[src/rtl/dspbb_pkg.sv]
// Shared constants and elaboration-time helpers for the DSP building blocks.
package dspbb_pkg;

  localparam int unsigned ARITH_UNSIGNED = 0;
  localparam int unsigned ARITH_SIGNED   = 1;

  // Ceiling log2; clog2(0) and clog2(1) both return 0.
  function automatic int unsigned clog2(input int unsigned n);
    int unsigned r;
    r = 0;
    for (int unsigned i = 0; i < 32; i++) begin
      if ((32'd1 << i) < n) r = i + 1;
    end
    return r;
  endfunction

  // Width needed to hold the exact sum of count operands of the given width.
  function automatic int unsigned sum_width(input int unsigned width, input int unsigned count);
    return width + clog2(count);
  endfunction

  // Adder-tree depth; a single operand still gets one register stage.
  function automatic int unsigned tree_levels(input int unsigned count);
    return (count <= 1) ? 1 : clog2(count);
  endfunction

  // Number of nodes present at a tree level (level 0 = raw operands).
  function automatic int unsigned node_count(input int unsigned count, input int unsigned lvl);
    return (count + (32'd1 << lvl) - 1) >> lvl;
  endfunction

  // Bit offset of a tree level inside the flattened tree bus.
  function automatic int unsigned level_offset(input int unsigned width, input int unsigned count,
                                               input int unsigned lvl);
    int unsigned acc;
    acc = 0;
    for (int unsigned i = 0; i < lvl; i++) begin
      acc += node_count(count, i) * (width + i);
    end
    return acc;
  endfunction

endpackage

[src/rtl/reg_adder2.sv]
// Registered two-input adder with one bit of growth; clock-enable stalls it.
module reg_adder2
  import dspbb_pkg::*;
#(
  parameter int unsigned IN_W   = 16,
  parameter int unsigned SIGNED = ARITH_UNSIGNED
) (
  input  logic            i_clk,
  input  logic            i_reset,
  input  logic            i_ce,
  input  logic [IN_W-1:0] i_a,
  input  logic [IN_W-1:0] i_b,
  output logic [IN_W:0]   o_sum
);

  logic [IN_W:0] a_ext;
  logic [IN_W:0] b_ext;
  logic [IN_W:0] sum_d;
  logic [IN_W:0] sum_q;

  // Extend both operands by one bit, then add when enabled.
  always_comb begin
    if (SIGNED == ARITH_SIGNED) begin
      a_ext = {i_a[IN_W-1], i_a};
      b_ext = {i_b[IN_W-1], i_b};
    end else begin
      a_ext = {1'b0, i_a};
      b_ext = {1'b0, i_b};
    end
    sum_d = sum_q;
    if (i_ce) sum_d = a_ext + b_ext;
  end

  // Sum register, cleared asynchronously.
  always_ff @(posedge i_clk or posedge i_reset) begin
    if (i_reset) sum_q <= '0;
    else         sum_q <= sum_d;
  end

  assign o_sum = sum_q;

endmodule

[src/rtl/adder_tree_pipelined.sv]
// Pipelined binary adder tree: sums NUM_IN operands per enabled cycle with
// full bit growth; latency is LEVELS enabled cycles, valid travels alongside.
module adder_tree_pipelined
  import dspbb_pkg::*;
#(
  parameter int unsigned NUM_IN = 8,
  parameter int unsigned WIDTH  = 16,
  parameter int unsigned SIGNED = ARITH_UNSIGNED
) (
  input  logic                                  i_clk,
  input  logic                                  i_reset,
  input  logic                                  i_ce,
  input  logic                                  i_valid,
  input  logic [NUM_IN*WIDTH-1:0]               i_data,
  output logic                                  o_valid,
  output logic [sum_width(WIDTH, NUM_IN)-1:0]   o_sum
);

  localparam int unsigned LEVELS    = tree_levels(NUM_IN);
  localparam int unsigned OUTW      = sum_width(WIDTH, NUM_IN);
  localparam int unsigned FINAL_W   = WIDTH + LEVELS;
  localparam int unsigned FINAL_OFF = level_offset(WIDTH, NUM_IN, LEVELS);
  localparam int unsigned BUS_W     = FINAL_OFF + node_count(NUM_IN, LEVELS) * FINAL_W;

  // Every tree level is packed back to back in one bus so each level can
  // have its own node count and width; level 0 is the raw input operands.
  logic [BUS_W-1:0]   tree_bus;
  logic [FINAL_W-1:0] final_sum;
  logic [LEVELS-1:0]  valid_d;
  logic [LEVELS-1:0]  valid_q;

  assign tree_bus[NUM_IN*WIDTH-1:0] = i_data;

  for (genvar j = 0; j < LEVELS; j++) begin : g_lvl
    localparam int unsigned IN_W    = WIDTH + j;
    localparam int unsigned N_IN    = node_count(NUM_IN, j);
    localparam int unsigned N_OUT   = node_count(NUM_IN, j + 1);
    localparam int unsigned IN_OFF  = level_offset(WIDTH, NUM_IN, j);
    localparam int unsigned OUT_OFF = level_offset(WIDTH, NUM_IN, j + 1);

    for (genvar k = 0; k < N_OUT; k++) begin : g_node
      logic [IN_W-1:0] op_a;
      logic [IN_W-1:0] op_b;
      logic [IN_W:0]   node_sum;

      assign op_a = tree_bus[IN_OFF + 2*k*IN_W +: IN_W];

      // An unpaired operand adds zero so it still gets extended and registered.
      if (2*k + 1 < N_IN) begin : g_pair
        assign op_b = tree_bus[IN_OFF + (2*k+1)*IN_W +: IN_W];
      end else begin : g_single
        assign op_b = '0;
      end

      reg_adder2 #(
        .IN_W   (IN_W),
        .SIGNED (SIGNED)
      ) u_add (
        .i_clk   (i_clk),
        .i_reset (i_reset),
        .i_ce    (i_ce),
        .i_a     (op_a),
        .i_b     (op_b),
        .o_sum   (node_sum)
      );

      assign tree_bus[OUT_OFF + k*(IN_W+1) +: IN_W+1] = node_sum;
    end
  end

  assign final_sum = tree_bus[FINAL_OFF +: FINAL_W];

  // A lone operand gets one stage of growth it cannot use; the dropped MSB
  // is only a copy of the extension bit, so the value is unchanged.
  if (FINAL_W == OUTW) begin : g_out_full
    assign o_sum = final_sum;
  end else begin : g_out_trim
    logic unused_ext_bit;
    assign unused_ext_bit = final_sum[FINAL_W-1];
    assign o_sum          = final_sum[OUTW-1:0];
  end

  // Valid shift register, stalled together with the data path.
  always_comb begin
    valid_d = valid_q;
    if (i_ce) valid_d = (valid_q << 1) | LEVELS'(i_valid);
  end

  // Valid pipeline registers, cleared asynchronously.
  always_ff @(posedge i_clk or posedge i_reset) begin
    if (i_reset) valid_q <= '0;
    else         valid_q <= valid_d;
  end

  assign o_valid = valid_q[LEVELS-1];

endmodule

[config.mk]
export PLATFORM = sky130hd
export DESIGN_NAME = adder_tree_pipelined
export DESIGN_NICKNAME = d
export VERILOG_FILES = /design/src/rtl/dspbb_pkg.sv /design/src/rtl/reg_adder2.sv /design/src/rtl/adder_tree_pipelined.sv
export SDC_FILE = /design/constraint.sdc
export NUM_CORES = 1
export LEC_CHECK = 0
export BUFFER_PORTS_ARGS = -buffer_cell sky130_fd_sc_hd__buf_2
export CAP_MARGIN = 25
export CORE_ASPECT_RATIO = 2
export CORE_MARGIN = 2
export CORE_UTILIZATION = 47
export CTS_CLUSTER_SIZE = 10
export DETAILED_ROUTE_END_ITERATION = 6
export PLACE_DENSITY = 0.73
export SYNTH_ARGS = -nofsm -noshare
export SYNTH_HDL_FRONTEND = slang
export SYNTH_SLANG_ARGS = --single-unit
[constraint.sdc]
create_clock -name i_clk -period 5.72 [get_ports i_clk]
set_input_delay 0.858 -clock i_clk [delete_from_list [all_inputs] [get_ports i_clk]]
set_output_delay 0.858 -clock i_clk [all_outputs]
set_load 0.01 [all_outputs]
==> summary.txt, run 1 <==
Synthesis
  – YS warnings: 0
  – Top post-synthesis cells by count: dfrtp_1, ha_1, a21oi_1
  – Synth unique cells: between 60 and 70
  – Register bit total from synthesis: around 130
  – Post-synth top area cell: dfrtp_1
  – Syn_area_per_cell: 9.432 um2
  – Top_reg_cell synth: dfrtp_1
  – Mapped Nets: 1326
  – Register area share after synthesis: a little under a third
  – Post-synth EDFFs: 0
  – Ranking of synthesized cells by area: dfrtp_1, ha_1, mux2_2
  – Cells after Synth: approximately 1.1k
  – Count leader, synth: dfrtp_1
  – Synthesized area: approximately 10000 um2
  – Top cell type's share of synthesized area: a little under a third
  – Async set-reset flop share out of synthesis: 100.0%

Global route
  – Initial antenna violation count: 0
  – Vias in the first global route: roughly 9.1k
  – First-pass GRT wire length: between 40 and 50 mm
  – GRT Total Usage: a little under a quarter
  – Grt ovf: 0
  – Largest net degree at the start of global routing: 84

Floorplan
  – Initial core utilization: slightly below 50%
  – Total die area: 22750 um2
  – Chip width: ~110 um
  – Die height: between 200 and 250 um
  – # rows: 75
  – Core Area: 21020 um2
  – I/O pins: ~150

Status
  – Status: finished clean

Power and ir drop
  – Power share of the combinational group: about 52%
  – Pwr Density: ~430 nW/um2
  – Internal cell power: 0.003030 W
  – Leak Pwr: between 5 and 6 nW
  – VDD IR max: 0.2045 mV
  – Clk pwr share: between 20% and 30%
  – Sequential share of power: between 20 and 30%
  – Sw Ratio: ~40%
  – P_sw: ~0.0020 W

Place
  – Port bufs: about 150
  – DP Wirelength: 19.94 mm
  – Cell Area, Placed: 11140 um2
  – GPL Wtd Cong: ~0.9

CTS
  – Root Buffer: clkbuf_16
  – Post-CTS Setup Inserts: 0
  – Cts bufs inserted: 17
  – Cts repair resizes: 0
  – CTS Sinks: about 130
  – Clock H-tree levels: 4
  – CTS tree: yes
  – Hold-fix buffers, CTS: 0
  – Clk_lat worst skew: around 420 ps
  – Clock transition at the registers of the reported paths: 50 ps
  – Clock Path Buffers: 2

Worst setup path
  – WS Path Type: in -> reg
  – CP startpoint kind: input port
  – R2r worst-path depth: 9
  – R2R Path End: g_lvl[1].g_node[0].u_add.o_sum[16]$_DFFE_PP0P_
  – Worst Setup EP: g_lvl[0].g_node[2].u_add.o_sum[12]$_DFFE_PP0P_
  – Maximum fanout along the worst path: 3
  – Worst flop-to-flop path startpoint: g_lvl[0].g_node[1].u_add.o_sum[0]$_DFFE_PP0P_
  – Endpoint class of the critical path: flop
  – Required time of the critical path: 6020 ps
  – WP data arrival: between 3000 and 4000 ps
  – R2R Setup Slk: around 3200 ps
  – Crit. Startpoint: i_data[64]

STA
  – Slew margin rel.: 39.12%
  – Crit path time final: about 3100 ps
  – Worst Skew: 9.714 ps
  – Fmax: ~320 MHz
  – Final setup violation count: 0
  – RSZ-0062 raised after global routing: false
  – Fin Setup TNS: 0 ps
  – Final hold vios: 0
  – Pin slew with the least headroom to its limit: ~900 ps
  – Period utilization: between 50 and 60%
  – Max-slew violation count: 0

Final layout
  – Core occupancy in the finished layout: 55.63%
  – FILL cells: 1982
  – N_diodes: 0
  – NumNets Final: 1476
  – Layout cells sized above 1: 22.12%
  – Syn-to-layout area delta: 15.75%
  – Final Cell Area: between 10000 and 15000 um2

Routing
  – Drt wl/cell: between 15 and 20 um
  – Initial DRC count: between 300 and 400
  – 1st-pass router iterations: 4
  – Overall routed net length: around 25 mm
  – Antenna-violating nets left: 0
  – Avg Vias per Cell: around 5.9
  – Drc violations: 0
  – Vias: between 8k and 9k

Min path
  – Worst min path class: in -> async

Job
  – Max Cap Viol: 0
==> per-layer routing <==
| layer | part of all wire, % | wire (um) | GRT usage [%] |
|---|---|---|---|
| met1 | 35 | 8861 | 21.61 |
| met2 | 58 | 14810 | 46.24 |
| met3 | 2.9 | 741 | 2.863 |
| met4 | 3.9 | 993 | 11.32 |
| met5 | 0 | 0 | 0 |
==> worst max-delay path, stage by stage <==
cell and delay (ps):
buf_2 100, ha_1 230, fa_1 440, a211oi_1 510
o21ai_1 330, a2111oi_2 370, nor3_1 130, xor2_1 150
mux2_2 270
==> cells in the final DEF (no fill, tap or decap), drive strengths merged, types with 4 or more instances in the layout <==
cell type | synthesis | final
and2 | 6 | 6
a31oi | 5 | 5
o221ai | 4 | 4
o211ai | 11 | 11
a311o | 4 | 4
a2111oi | 11 | 11
ha | 116 | 116
mux2 | 63 | 63
clkbuf | 18 | 26
dfrtp | 126 | 126
buf | 6 | 155
xnor2 | 27 | 27
o21ai | 80 | 80
nand4 | 11 | 11
inv | 27 | 27
and3 | 8 | 8
fa | 7 | 7
nor2 | 77 | 77
or3 | 13 | 13
a21o | 40 | 40
o31a | 4 | 4
nand2b | 10 | 10
o21bai | 6 | 6
clkinv | 0 | 4
o21a | 16 | 16
nand2 | 76 | 76
a31o | 8 | 8
a211o | 6 | 6
xor2 | 33 | 33
a21oi | 87 | 87
o2bb2ai | 10 | 10
nand3 | 16 | 16
nor3 | 23 | 23
o31ai | 19 | 19
mux2i | 12 | 12
nor2b | 19 | 19
a22oi | 8 | 8
a211oi | 38 | 38
==> how the worst min path moves through the flow <==
| stage | startpoint | to | slack, ps | cells after the start |
|---|---|---|---|---|
| final | i_reset | valid_q[0]$_DFFE_PP0P_ | 480 | 2 |
| after global routing | g_lvl[2].g_node[0].u_add.o_sum[16]$_DFFE_PP0P_ | g_lvl[2].g_node[0].u_add.o_sum[16]$_DFFE_PP0P_ | 510 | 2 |
| after CTS | g_lvl[2].g_node[0].u_add.o_sum[16]$_DFFE_PP0P_ | g_lvl[2].g_node[0].u_add.o_sum[16]$_DFFE_PP0P_ | 490 | 2 |
| after detailed placement | g_lvl[1].g_node[0].u_add.o_sum[4]$_DFFE_PP0P_ | g_lvl[1].g_node[0].u_add.o_sum[4]$_DFFE_PP0P_ | 480 | 1 |
| after global placement | g_lvl[1].g_node[0].u_add.o_sum[4]$_DFFE_PP0P_ | g_lvl[1].g_node[0].u_add.o_sum[4]$_DFFE_PP0P_ | 470 | 1 |
| after floorplan | g_lvl[1].g_node[0].u_add.o_sum[14]$_DFFE_PP0P_ | g_lvl[1].g_node[0].u_add.o_sum[14]$_DFFE_PP0P_ | 460 | 2 |
==> stage by stage <==
step / std cells / power, W / hold slack, ps / worst slack (ps)
2_1_floorplan: 1071 / 0.003341 / 455.7 / 1506
4_1_cts: 1503 / 0.005036 / 492.6 / 2647
3_3_place_gp: 1471 / 0.003911 / 470.3 / 2284
5_1_grt: 1503 / 0.005414 / 509.8 / 2507
3_5_place_dp: 1471 / 0.003980 / 477.1 / 2222
6_report: 1503 / 0.005010 / 480.3 / 2640
==> flip-flops by register name, indices dropped and copies added (netlist names) <==
| signal | count |
|---|---|
| g_lvl.g_node.u_add.o_sum | 123 |
| valid_q | 3 |
==> power by group through the flow <==
| stage | clock network (W) | registers, W | logic, W |
|---|---|---|---|
| final | 0.00102 | 0.00138 | 0.00261 |
| after floorplan | 0 | 0.00136 | 0.00198 |
| after global routing | 0.00108 | 0.00141 | 0.00292 |
| after global placement | 0 | 0.00138 | 0.00253 |
| after CTS | 0.00104 | 0.00138 | 0.00262 |
| after detailed placement | 0 | 0.00139 | 0.00259 |
==> cell families (layout without fill, tap and decap cells) <==
kind of cell	after synthesis	count (layout)	synth area share, %
buffers and inverters	51	214	1.920
XOR/XNOR	60	60	5.202
adder cells (fa/ha/maj)	123	123	15.75
multiplexers	75	75	8.212
flip-flops	126	126	31.21
AND/OR/NAND/NOR	265	265	12.37
AO/OA/AOI/OAI	371	371	25.33
==> area by class of cell <==
type / count / area, um2 / share of cell area, %
clock buffer: 26 / 499.2 / 4.269
clock inverter: 6 / 57.56 / 0.4922
inverter: 27 / 103.9 / 0.8881
multi-input combinational: 894 / 6755 / 57.77
sequential: 126 / 3153 / 26.96
tap: 269 / 336.6 / 2.878
timing repair buffer: 155 / 788.3 / 6.741
No activity file was read; power rests on OpenSTA's default activity.
==> inputs of run 2 (changes only) <==
--- a/config.mk
+++ b/config.mk
@@ -12,7 +12,7 @@
 export CORE_UTILIZATION = 47
 export CTS_CLUSTER_SIZE = 10
 export DETAILED_ROUTE_END_ITERATION = 6
-export PLACE_DENSITY = 0.73
+export PLACE_DENSITY = 0.75
 export SYNTH_ARGS = -nofsm -noshare
 export SYNTH_HDL_FRONTEND = slang
 export SYNTH_SLANG_ARGS = --single-unit
==> constraint.sdc (replaced) <==
create_clock -name i_clk -period 2.57 [get_ports i_clk]
set_input_delay 0.3855 -clock i_clk [delete_from_list [all_inputs] [get_ports i_clk]]
set_output_delay 0.3855 -clock i_clk [all_outputs]
set_load 0.01 [all_outputs]
==> summary.txt, run 2 (synthesis gave the netlist of run 1 again) <==
Status
  – Status: finished clean

CTS
  – Post-CTS Setup Inserts: 0
  – Root Buffer: clkbuf_16
  – Cts bufs inserted: 17
  – Clock Path Buffers: 2
  – Clock transition at the registers of the reported paths: around 60 ps
  – Clk_lat worst skew: between 400 and 500 ps
  – Clock H-tree levels: 4
  – CTS tree: yes
  – CTS Sinks: ~130

Final layout
  – Layout cells sized above 1: approximately a quarter
  – Most frequent cells in the layout: buf_2, dfrtp_1, ha_1
  – Finished Layout Cells: approximately 1.5k
  – Most common cell after layout, fill and taps aside: buf_2
  – Syn-to-layout area delta: 19.67%
  – NumNets Final: between 1.5k and 2k
  – Largest register FFs: 123
  – N_diodes: 0
  – Core occupancy in the finished layout: a little under three fifths

Place
  – DP Wirelength: a little over 20 mm
  – Port bufs: 151
  – GPL Wtd Cong: 0.8874
  – Placed cells: between 1.5k and 2k

STA
  – Worst Skew: 7.423 ps
  – RSZ-0062 raised after global routing: false
  – Final hold vios: 0
  – Period utilization: ~97%
  – Fmax: roughly 400 MHz
  – Max-slew violation count: 0
  – WHS: 126.4 ps
  – Pin slew with the least headroom to its limit: between 700 and 800 ps
  – Crit path time final: roughly 2500 ps
  – Slew margin rel.: 52.61%
  – Final setup violation count: 0

Worst setup path
  – Worst Setup EP: g_lvl[0].g_node[2].u_add.o_sum[12]$_DFFE_PP0P_
  – Worst flop-to-flop path startpoint: g_lvl[1].g_node[1].u_add.o_sum[1]$_DFFE_PP0P_
  – R2R Setup Slk: approximately 100 ps
  – WP data arrival: approximately 2800 ps
  – CP Cell Sequence: buf_2 -> ha_1 -> fa_1 -> a211oi_1 -> buf_4 -> o21ai_1 -> a2111oi_2 -> nor3_1 -> xor2_1 -> mux2_2
  – R2R Path End: g_lvl[2].g_node[0].u_add.o_sum[17]$_DFFE_PP0P_
  – Crit-path max cell delay: 460 ps
  – CP startpoint kind: input port
  – Maximum fanout along the worst path: 3
  – R2r worst-path depth: 9
  – Crit. Startpoint: i_data[64]
  – Crit-path slowest cell: a2111oi_2
  – WS Path Type: in -> reg
  – Required time of the critical path: a little under 3000 ps
  – Endpoint class of the critical path: flop

Routing
  – Overall routed net length: around 26 mm
  – Initial DRC count: between 300 and 400
  – Vias: about 9.1k
  – Antenna-violating nets left: 0
  – Avg Vias per Cell: 5.884
  – Drc violations: 0
  – Drt wl/cell: ~17 um
  – 1st-pass router iterations: 5

Floorplan
  – Total die area: around 23000 um2
  – Die height: around 210 um
  – I/O pins: 152
  – Chip width: ~110 um
  – Core Area: about 21000 um2
  – Initial core utilization: 48.06%
  – # rows: 75

Global route
  – First-pass GRT wire length: 42.96 mm
  – Vias in the first global route: between 9k and 10k
  – Grt ovf: 0
  – GRT Total Usage: 23.64%
  – Initial antenna violation count: 0
  – Largest net degree at the start of global routing: ~130

Power and ir drop
  – Leak Pwr: ~5.6 nW
  – VDD IR max: roughly 0.40 mV
  – Pwr Density: slightly below 1000 nW/um2

Job
  – Max Cap Viol: 0

Min path
  – Worst min path class: in -> async
[run 2: timing repair]
item / 4_1_cts / 5_1_grt
hold buffers: 0 / 0
gates resized for setup: 0 / 2
endpoints found under the setup margin: 0 / 4
[run 2: through the flow]
stage                     cell area [um2]  setup TNS (ps)  worst slack [ps]  power, W
final                               12090               0             88.58   0.01163
after global routing                12090               0             13.05   0.01250
after CTS                           12090               0             74.18   0.01165
after detailed placement            11460           -1686            -257.7  0.009003
after global placement              11460          -952.5            -187.0  0.008821
after floorplan                     10110               0             123.6  0.007436
[run 2: worst min path at each step]
stage / slack (ps) / from / depth (start not counted) / end
after floorplan: 460 / g_lvl[1].g_node[0].u_add.o_sum[14]$_DFFE_PP0P_ / 2 / g_lvl[1].g_node[0].u_add.o_sum[14]$_DFFE_PP0P_
after global placement: 470 / g_lvl[1].g_node[0].u_add.o_sum[4]$_DFFE_PP0P_ / 1 / g_lvl[1].g_node[0].u_add.o_sum[4]$_DFFE_PP0P_
after detailed placement: 470 / g_lvl[2].g_node[0].u_add.o_sum[1]$_DFFE_PP0P_ / 2 / g_lvl[2].g_node[0].u_add.o_sum[1]$_DFFE_PP0P_
after CTS: 170 / i_valid / 2 / valid_q[0]$_DFFE_PP0P_
after global routing: 190 / i_valid / 2 / valid_q[0]$_DFFE_PP0P_
final: 130 / i_reset / 3 / valid_q[2]$_DFFE_PP0P_
[run 2: worst max-delay path: cells and delay by family]
kind | cells | cell delay, ps
AND/OR/NAND/NOR | 1 | 160
buffers and inverters | 2 | 260
multiplexers | 1 | 270
AO/OA/AOI/OAI | 3 | 920
XOR/XNOR | 1 | 160
adder cells (fa/ha/maj) | 2 | 640
[run 2: report_power, final]
group	switching [W]	internal [W]	total, W
clock network	0.000957	0.00162	0.00258
registers	0.000408	0.00266	0.00307
logic	0.00320	0.00278	0.00598
total	0.00456	0.00706	0.0116
[run 2: metal layers]
layer | up-vias | wire (um) | track usage (%)
li1 | 4430 | - | -
met1 | 4367 | 9123 | 22.33
met2 | 218 | 15390 | 48.23
met3 | 64 | 790 | 2.740
met4 | 0 | 867 | 11.01
met5 | - | 0 | 0
[run 2: final cells by class]
class                      instances  area [um2]
clock inverter                    14       192.7
clock buffer                      18       429.2
fill                            1932        8931
timing repair buffer             195        1114
tap                              269       336.6
inverter                          27       105.1
sequential                       126        3153
multi-input combinational        894        6759
